===== config.mk =====
export PLATFORM = sky130hd
export DESIGN_NAME = add_arbiter_flat
export DESIGN_NICKNAME = d
export VERILOG_FILES = /design/src/rtl/add_arbiter_if.sv /design/src/rtl/add_arbiter.sv /design/src/flat_wrapper.sv
export SDC_FILE = /design/constraint.sdc
export NUM_CORES = 1
export LEC_CHECK = 0
export BUFFER_PORTS_ARGS = -buffer_cell sky130_fd_sc_hd__buf_2
export CORE_MARGIN = 2
export CORE_UTILIZATION = 55
export CTS_CLUSTER_DIAMETER = 80
export CTS_CLUSTER_SIZE = 10
export DETAILED_ROUTE_END_ITERATION = 8
export HOLD_SLACK_MARGIN = 0.12
export PLACE_DENSITY_LB_ADDON = 0.15
export SYNTH_ARGS = -nofsm -noshare
export SYNTH_HDL_FRONTEND = slang
export SYNTH_SLANG_ARGS = --single-unit

===== constraint.sdc =====
create_clock -name clk -period 4.6 [get_ports clk]
set_input_delay 0.46 -clock clk [delete_from_list [all_inputs] [get_ports clk]]
set_output_delay 0.46 -clock clk [all_outputs]
set_load 0.01 [all_outputs]

===== src/rtl/add_arbiter_if.sv =====
// -----------------------------------------------------------------------------
// add_arbiter_if
// Purpose : Bundles the two requester handshakes and the result channel of the
//           shared-adder arbiter into one interface.
// Signals :
//   req0_valid/req0_ready/req0_a/req0_b : requester 0 operand handshake
//   req1_valid/req1_ready/req1_a/req1_b : requester 1 operand handshake
//   res_valid/res_ready                 : result handshake (consumer backpressure)
//   res_sum/res_carry/res_src           : registered sum, carry-out, source tag
// Modports:
//   slave  : the arbiter side (drives readies and result)
//   master : the requester/consumer side (drives valids, operands, res_ready)
// -----------------------------------------------------------------------------
interface add_arbiter_if #(
    parameter int unsigned W = 8
);
    logic         req0_valid;
    logic         req0_ready;
    logic [W-1:0] req0_a;
    logic [W-1:0] req0_b;

    logic         req1_valid;
    logic         req1_ready;
    logic [W-1:0] req1_a;
    logic [W-1:0] req1_b;

    logic         res_valid;
    logic         res_ready;
    logic [W-1:0] res_sum;
    logic         res_carry;
    logic         res_src;

    modport slave (
        input  req0_valid, req0_a, req0_b,
        input  req1_valid, req1_a, req1_b,
        input  res_ready,
        output req0_ready, req1_ready,
        output res_valid, res_sum, res_carry, res_src
    );

    modport master (
        output req0_valid, req0_a, req0_b,
        output req1_valid, req1_a, req1_b,
        output res_ready,
        input  req0_ready, req1_ready,
        input  res_valid, res_sum, res_carry, res_src
    );
endinterface


===== src/rtl/add_arbiter.sv =====
// -----------------------------------------------------------------------------
// add_arbiter
// Purpose : Two-port round-robin arbiter and sequencer in front of a shared
//           W-bit adder. One requester is granted at a time; its operands are
//           latched, added in a single EXEC cycle, and the registered sum,
//           carry and source tag are presented on a valid/ready result channel.
// Ports   :
//   clk    in   clock, rising edge
//   rst_n  in   asynchronous active-low reset
//   ena    in   gates acceptance of new requests only
//   busy   out  high while executing or holding a result
//   bus    slave modport of add_arbiter_if (request and result handshakes)
// Config  :
//   ADDARB_SAT_EN  when defined, res_sum saturates to all-ones on overflow;
//                  res_carry still reports the raw carry. Otherwise res_sum
//                  wraps modulo 2^W.
// -----------------------------------------------------------------------------
module add_arbiter #(
    parameter int unsigned W = 8
) (
    input  logic          clk,
    input  logic          rst_n,
    input  logic          ena,
    output logic          busy,
    add_arbiter_if.slave  bus
);

    typedef enum logic [1:0] {
        IDLE = 2'd0,
        EXEC = 2'd1,
        RESP = 2'd2
    } state_t;

    state_t       state_q, state_d;

    logic         last_src_q;
    logic         pend_src_q;
    logic [W-1:0] op_a_q;
    logic [W-1:0] op_b_q;

    logic [W-1:0] sum_q;
    logic         carry_q;
    logic         src_q;

    logic         window;
    logic         grant0;
    logic         grant1;
    logic         handshake;

    logic [W:0]   sum_full;
    logic [W-1:0] sum_out;

    // ------------------------------------------------------------------
    // Acceptance window and arbitration (combinational from the valids).
    // rst_n is folded in so both readies read 0 while reset is held.
    // ------------------------------------------------------------------
    always_comb begin
        window = 1'b0;
        if (rst_n && ena) begin
            if (state_q == IDLE)
                window = 1'b1;
            else if (state_q == RESP && bus.res_ready)
                window = 1'b1;
        end
    end

    // On a tie, the port that did not win last time is granted.
    always_comb begin
        grant0 = 1'b0;
        grant1 = 1'b0;
        if (window) begin
            if (bus.req0_valid && bus.req1_valid) begin
                grant0 = last_src_q;
                grant1 = ~last_src_q;
            end else begin
                grant0 = bus.req0_valid;
                grant1 = bus.req1_valid;
            end
        end
    end

    assign handshake      = grant0 | grant1;
    assign bus.req0_ready = grant0;
    assign bus.req1_ready = grant1;

    // ------------------------------------------------------------------
    // FSM
    // ------------------------------------------------------------------
    always_ff @(posedge clk or negedge rst_n) begin
        if (!rst_n)
            state_q <= IDLE;
        else
            state_q <= state_d;
    end

    always_comb begin
        state_d = state_q;
        unique case (state_q)
            IDLE: begin
                if (handshake)
                    state_d = EXEC;
            end
            EXEC: begin
                state_d = RESP;
            end
            RESP: begin
                if (bus.res_ready)
                    state_d = handshake ? EXEC : IDLE;
            end
            default: begin
                state_d = IDLE;
            end
        endcase
    end

    // ------------------------------------------------------------------
    // Operand capture at the handshake edge only.
    // ------------------------------------------------------------------
    always_ff @(posedge clk or negedge rst_n) begin
        if (!rst_n) begin
            op_a_q     <= '0;
            op_b_q     <= '0;
            pend_src_q <= 1'b0;
            last_src_q <= 1'b1;
        end else if (handshake) begin
            op_a_q     <= grant1 ? bus.req1_a : bus.req0_a;
            op_b_q     <= grant1 ? bus.req1_b : bus.req0_b;
            pend_src_q <= grant1;
            last_src_q <= grant1;
        end
    end

    // ------------------------------------------------------------------
    // Adder: only the latched operands feed it, so there is no path from
    // the request operands to the result outputs.
    // ------------------------------------------------------------------
    assign sum_full = {1'b0, op_a_q} + {1'b0, op_b_q};

`ifdef ADDARB_SAT_EN
    assign sum_out = sum_full[W] ? '1 : sum_full[W-1:0];
`else
    assign sum_out = sum_full[W-1:0];
`endif

    always_ff @(posedge clk or negedge rst_n) begin
        if (!rst_n) begin
            sum_q   <= '0;
            carry_q <= 1'b0;
            src_q   <= 1'b0;
        end else if (state_q == EXEC) begin
            sum_q   <= sum_out;
            carry_q <= sum_full[W];
            src_q   <= pend_src_q;
        end
    end

    assign bus.res_valid = (state_q == RESP);
    assign bus.res_sum   = sum_q;
    assign bus.res_carry = carry_q;
    assign bus.res_src   = src_q;
    assign busy          = (state_q == EXEC) || (state_q == RESP);

endmodule


===== src/flat_wrapper.sv =====
// flat-port wrapper written by rule: the top's interface ports become plain ports
module add_arbiter_flat 
#(
    parameter int unsigned W = 8
)
  (clk, rst_n, ena, busy, bus_req0_valid, bus_req0_a, bus_req0_b, bus_req1_valid, bus_req1_a, bus_req1_b, bus_res_ready, bus_req0_ready, bus_req1_ready, bus_res_valid, bus_res_sum, bus_res_carry, bus_res_src);
  add_arbiter_if #(.W(W)) bus_i ();
  input  logic clk;
  input  logic rst_n;
  input  logic ena;
  output logic busy;
  input wire logic [$bits(bus_i.req0_valid)-1:0] bus_req0_valid;
  input wire logic [$bits(bus_i.req0_a)-1:0] bus_req0_a;
  input wire logic [$bits(bus_i.req0_b)-1:0] bus_req0_b;
  input wire logic [$bits(bus_i.req1_valid)-1:0] bus_req1_valid;
  input wire logic [$bits(bus_i.req1_a)-1:0] bus_req1_a;
  input wire logic [$bits(bus_i.req1_b)-1:0] bus_req1_b;
  input wire logic [$bits(bus_i.res_ready)-1:0] bus_res_ready;
  output wire logic [$bits(bus_i.req0_ready)-1:0] bus_req0_ready;
  output wire logic [$bits(bus_i.req1_ready)-1:0] bus_req1_ready;
  output wire logic [$bits(bus_i.res_valid)-1:0] bus_res_valid;
  output wire logic [$bits(bus_i.res_sum)-1:0] bus_res_sum;
  output wire logic [$bits(bus_i.res_carry)-1:0] bus_res_carry;
  output wire logic [$bits(bus_i.res_src)-1:0] bus_res_src;
  assign bus_i.req0_valid = bus_req0_valid;
  assign bus_i.req0_a = bus_req0_a;
  assign bus_i.req0_b = bus_req0_b;
  assign bus_i.req1_valid = bus_req1_valid;
  assign bus_i.req1_a = bus_req1_a;
  assign bus_i.req1_b = bus_req1_b;
  assign bus_i.res_ready = bus_res_ready;
  assign bus_req0_ready = bus_i.req0_ready;
  assign bus_req1_ready = bus_i.req1_ready;
  assign bus_res_valid = bus_i.res_valid;
  assign bus_res_sum = bus_i.res_sum;
  assign bus_res_carry = bus_i.res_carry;
  assign bus_res_src = bus_i.res_src;
  add_arbiter #(.W(W)) u_core (.clk(clk), .rst_n(rst_n), .ena(ena), .busy(busy), .bus(bus_i));
endmodule

==> impl_metrics.yaml <==
yosys:
  synth_most_common_cell: "dfrtp_1"
  synth.top_cells.by_area: "dfrtp_1 40%, mux2i_1 10%, ha_1 9.1%"
  syn_area_per_cell_um2: 10.3
  netlist-cell-type-count: 41
  synth-edff-count: 0
  synth_top_area_share_pct: 40.4
  synth_nets: 227
  netlist_instances: 175
  synth_seq_area_share_pct: 41.9
  synthArstFlopShare_pct: 100
  ys_seq_elements: 30
  yosys_warnings: 0
  synthFlopType: "dfrtp_1"
  synth_common_cells: "29 x dfrtp_1, 27 x a21oi_1, 24 x nor2_1"
  yosys.area.top_type: "dfrtp_1"
  synth.cell_area_um2: 1790
finish:
  filler_cells: 261
  antennaDiodeCount: 0
  areaGrowthSynthToFinish_pct: 16.5
  drive_above_1_share_pct: 30.0
  layout.nets: 278
  fin_area_um2: 2090
power:
  share_clk_of_total_power_pct: 10.3
  power.share.combinational_pct: 57.2
  static-leakage-power_nw: 0.978
  totalPowerFinal_mw: 1.48
  power.sequential.fraction_pct: 32.5
  worst_ir_drop_vdd_mv: 0.338
  power_report.internal_total_mw: 0.836
  p_sw_mw: 0.641
  power_density_nw_per_um2: 707
  switching_share_pct: 43.4
critical_path:
  r2r_start: "u_core.op_b_q[0]$_DFFE_PN0P_"
  crit_fanout: 31
  critPathKind: "in2out"
  cell_chain_of_the_critical_path: "buf_2 > nand2_1 > nor2_1 > nand2_1 > a21oi_1 > buf_2"
  timing.critical_path.from_type: "input port"
  max_stage_delay_ns: 0.52
  worst-endpoint-arrival_ns: 1.85
  reg2reg_setup_slack_ns: 2.52
  endpoint_kind: "primary output"
  reg2reg_depth: 6
  worst-endpoint-required_ns: 4.14
  crit-reg2reg-capture: "u_core.bus.res_sum[6]$_DFFE_PN0N_"
  crit_path_top_delay_cell: "buf_2"
sta:
  setup-violations-final: 0
  clock.fmax_mhz: 433
  hold_slack_ns: 0.140
  final.setup_skew_ns: 0.0144
  timing_worst_slew_pin_value_ns: 1.19
  worst_slew_margin_rel_pct: 20.4
  final.period_utilization_pct: 50.2
  setup_ws_ns: 2.29
  tmin_final_ns: 2.31
  hold_violations: 0
  finalSetupTns_ns: 0
  report.final.slew_viol_count: 0
  setup_repair_after_global_routing_missed_its_margin: "false"
global_routing:
  grt_start_max_net_pins: 34
  grt_first_pass_wirelength_um: 5940
  vias_in_the_first_global_route: 1358
  overall_track_demand_over_capacity_in_global_routing_pct: 22.2
  number_of_antenna_violations_at_the_first_check_in_global_routing: 0
  grt_overflow: 0
route:
  vias: 1467
  drc: 0
  drt_iter0_drc: 82
  drt.antenna.violating_nets: 0
  post_drt_via_cell_ratio: 5.41
  drtPass1Iterations: 4
  detail_route.wl_per_cell_um: 13.8
  routed_wl_um: 3740
status:
  status: "finished clean"
placement:
  dp.final_hpwl_um: 2820
  pre_cts_slack_ns: 2.09
  io_buffers: 51
  globalplace.congestion: 0.828
  placed_area_um2: 2040
min_path:
  worstHoldPathType: "in2async"
clock_tree:
  cts_setup_buffers: 0
  numCtsBuffers: 5
  cts.path.max_buffers: 2
  tritoncts: "built"
  htree_depth: 2
  clk_pin_slew_worst_paths_ns: 0.10
  cts_root_buffer: "clkbuf_4"
  post_cts.resized_instances: 0
  postCtsHoldBufs: 0
  clock_insertion_delay_worst_skew_ns: 0.34
  numClockSinks: 30
floorplan:
  dieWidth_um: 61.1
  floorplan.initialDensity_pct: 58.3
  die-area_um2: 3740
  num_rows: 20
  die_height_um: 61.1
  design.core.area_um2: 3080
  num_io_pins: 52
flow_run:
  drv_cap: 0
==> area by class of cell <==
type,instances,area (um^2),share of cell area (%)
multi-input combinational,131,952,45.6
tap,44,55.1,2.63
inverter,7,26.3,1.26
timing repair buffer,51,255,12.2
sequential,30,752,36.0
clock buffer,8,48.8,2.34
==> registers in the layout, summed over array words and instances, names as in the netlist <==
register,flops
u_core.bus.res_src,1
u_core.op_b_q,8
u_core.state_q,2
u_core.bus.res_carry,1
u_core.pend_src_q,1
u_core.op_a_q,8
u_core.last_src_q,1
u_core.bus.res_sum,8
==> critical path: cells and delay by family <==
family | cells | cell delay, ns
compound gates | 1 | 0.12
buf+inv | 2 | 0.66
simple gates | 3 | 0.60
==> cell usage in the layout, fill, tap and decap left out, types with 3 or more instances in the layout <==
master / Yosys / layout
mux2i_1: 18 / 18
ha_1: 13 / 13
mux2_2: 5 / 5
buf_2: 2 / 51
clkbuf_1: 1 / 3
o21ai_0: 8 / 8
a21oi_1: 27 / 27
nand2_1: 5 / 5
nor2_1: 24 / 24
a211oi_1: 3 / 3
inv_1: 7 / 7
dfrtp_1: 29 / 29
clkbuf_4: 0 / 5
==> power groups by stage <==
stage / registers, mW / logic [mW] / clock network, mW
6_report: 0.480 / 0.845 / 0.153
5_1_grt: 0.497 / 0.942 / 0.164
4_1_cts: 0.481 / 0.840 / 0.153
3_5_place_dp: 0.487 / 0.836 / 0
3_3_place_gp: 0.477 / 0.790 / 0
2_1_floorplan: 0.487 / 0.631 / 0
==> cells by family (layout without fill, tap and decap cells) <==
group | count (synthesis) | after routing | share of synthesized area (%)
xor gates and xnor gates | 2 | 2 | 0.976
AOI/OAI and AO/OA | 53 | 53 | 18.1
DFF | 30 | 30 | 41.9
muxes | 23 | 23 | 13.2
adders and majority gates | 14 | 14 | 10.2
buffers and inverters | 14 | 66 | 5.02
and+or+nand+nor | 39 | 39 | 10.6
==> worst max path at each step <==
stage / endpoint / startpoint / depth (start not counted) / slack [ns]
after detailed placement: u_core.op_b_q[0]$_DFFE_PN0P_ / rst_n / 5 / 2.09
after global placement: u_core.op_b_q[4]$_DFFE_PN0P_ / rst_n / 4 / 2.18
after CTS: bus_req0_ready / rst_n / 6 / 2.25
after global routing: bus_req0_ready / rst_n / 6 / 2.03
after floorplan: u_core.bus.res_sum[6]$_DFFE_PN0N_ / u_core.op_b_q[0]$_DFFE_PN0P_ / 6 / 2.68
final: bus_req0_ready / rst_n / 6 / 2.29
==> layer usage <==
layer / up-vias / track usage [%] / wire length [um] / share of wire [%]
met5: - / 0 / 0 / 0
met4: 0 / 10.9 / 66 / 1.8
met1: 678 / 27.8 / 1590 / 43
met3: 7 / 4.41 / 184 / 4.9
li1: 734 / - / - / -
met2: 48 / 36.8 / 1890 / 51
==> metrics by stage <==
| stage | utilization, % | cells |
|---|---|---|
| after floorplan | - | 175 |
| after global placement | 66.3 | 263 |
| after detailed placement | 66.3 | 263 |
| after CTS | 67.9 | 271 |
| after global routing | 67.9 | 271 |
| final | 67.9 | 271 |
Note: power is estimated with default switching activity, not from simulation.
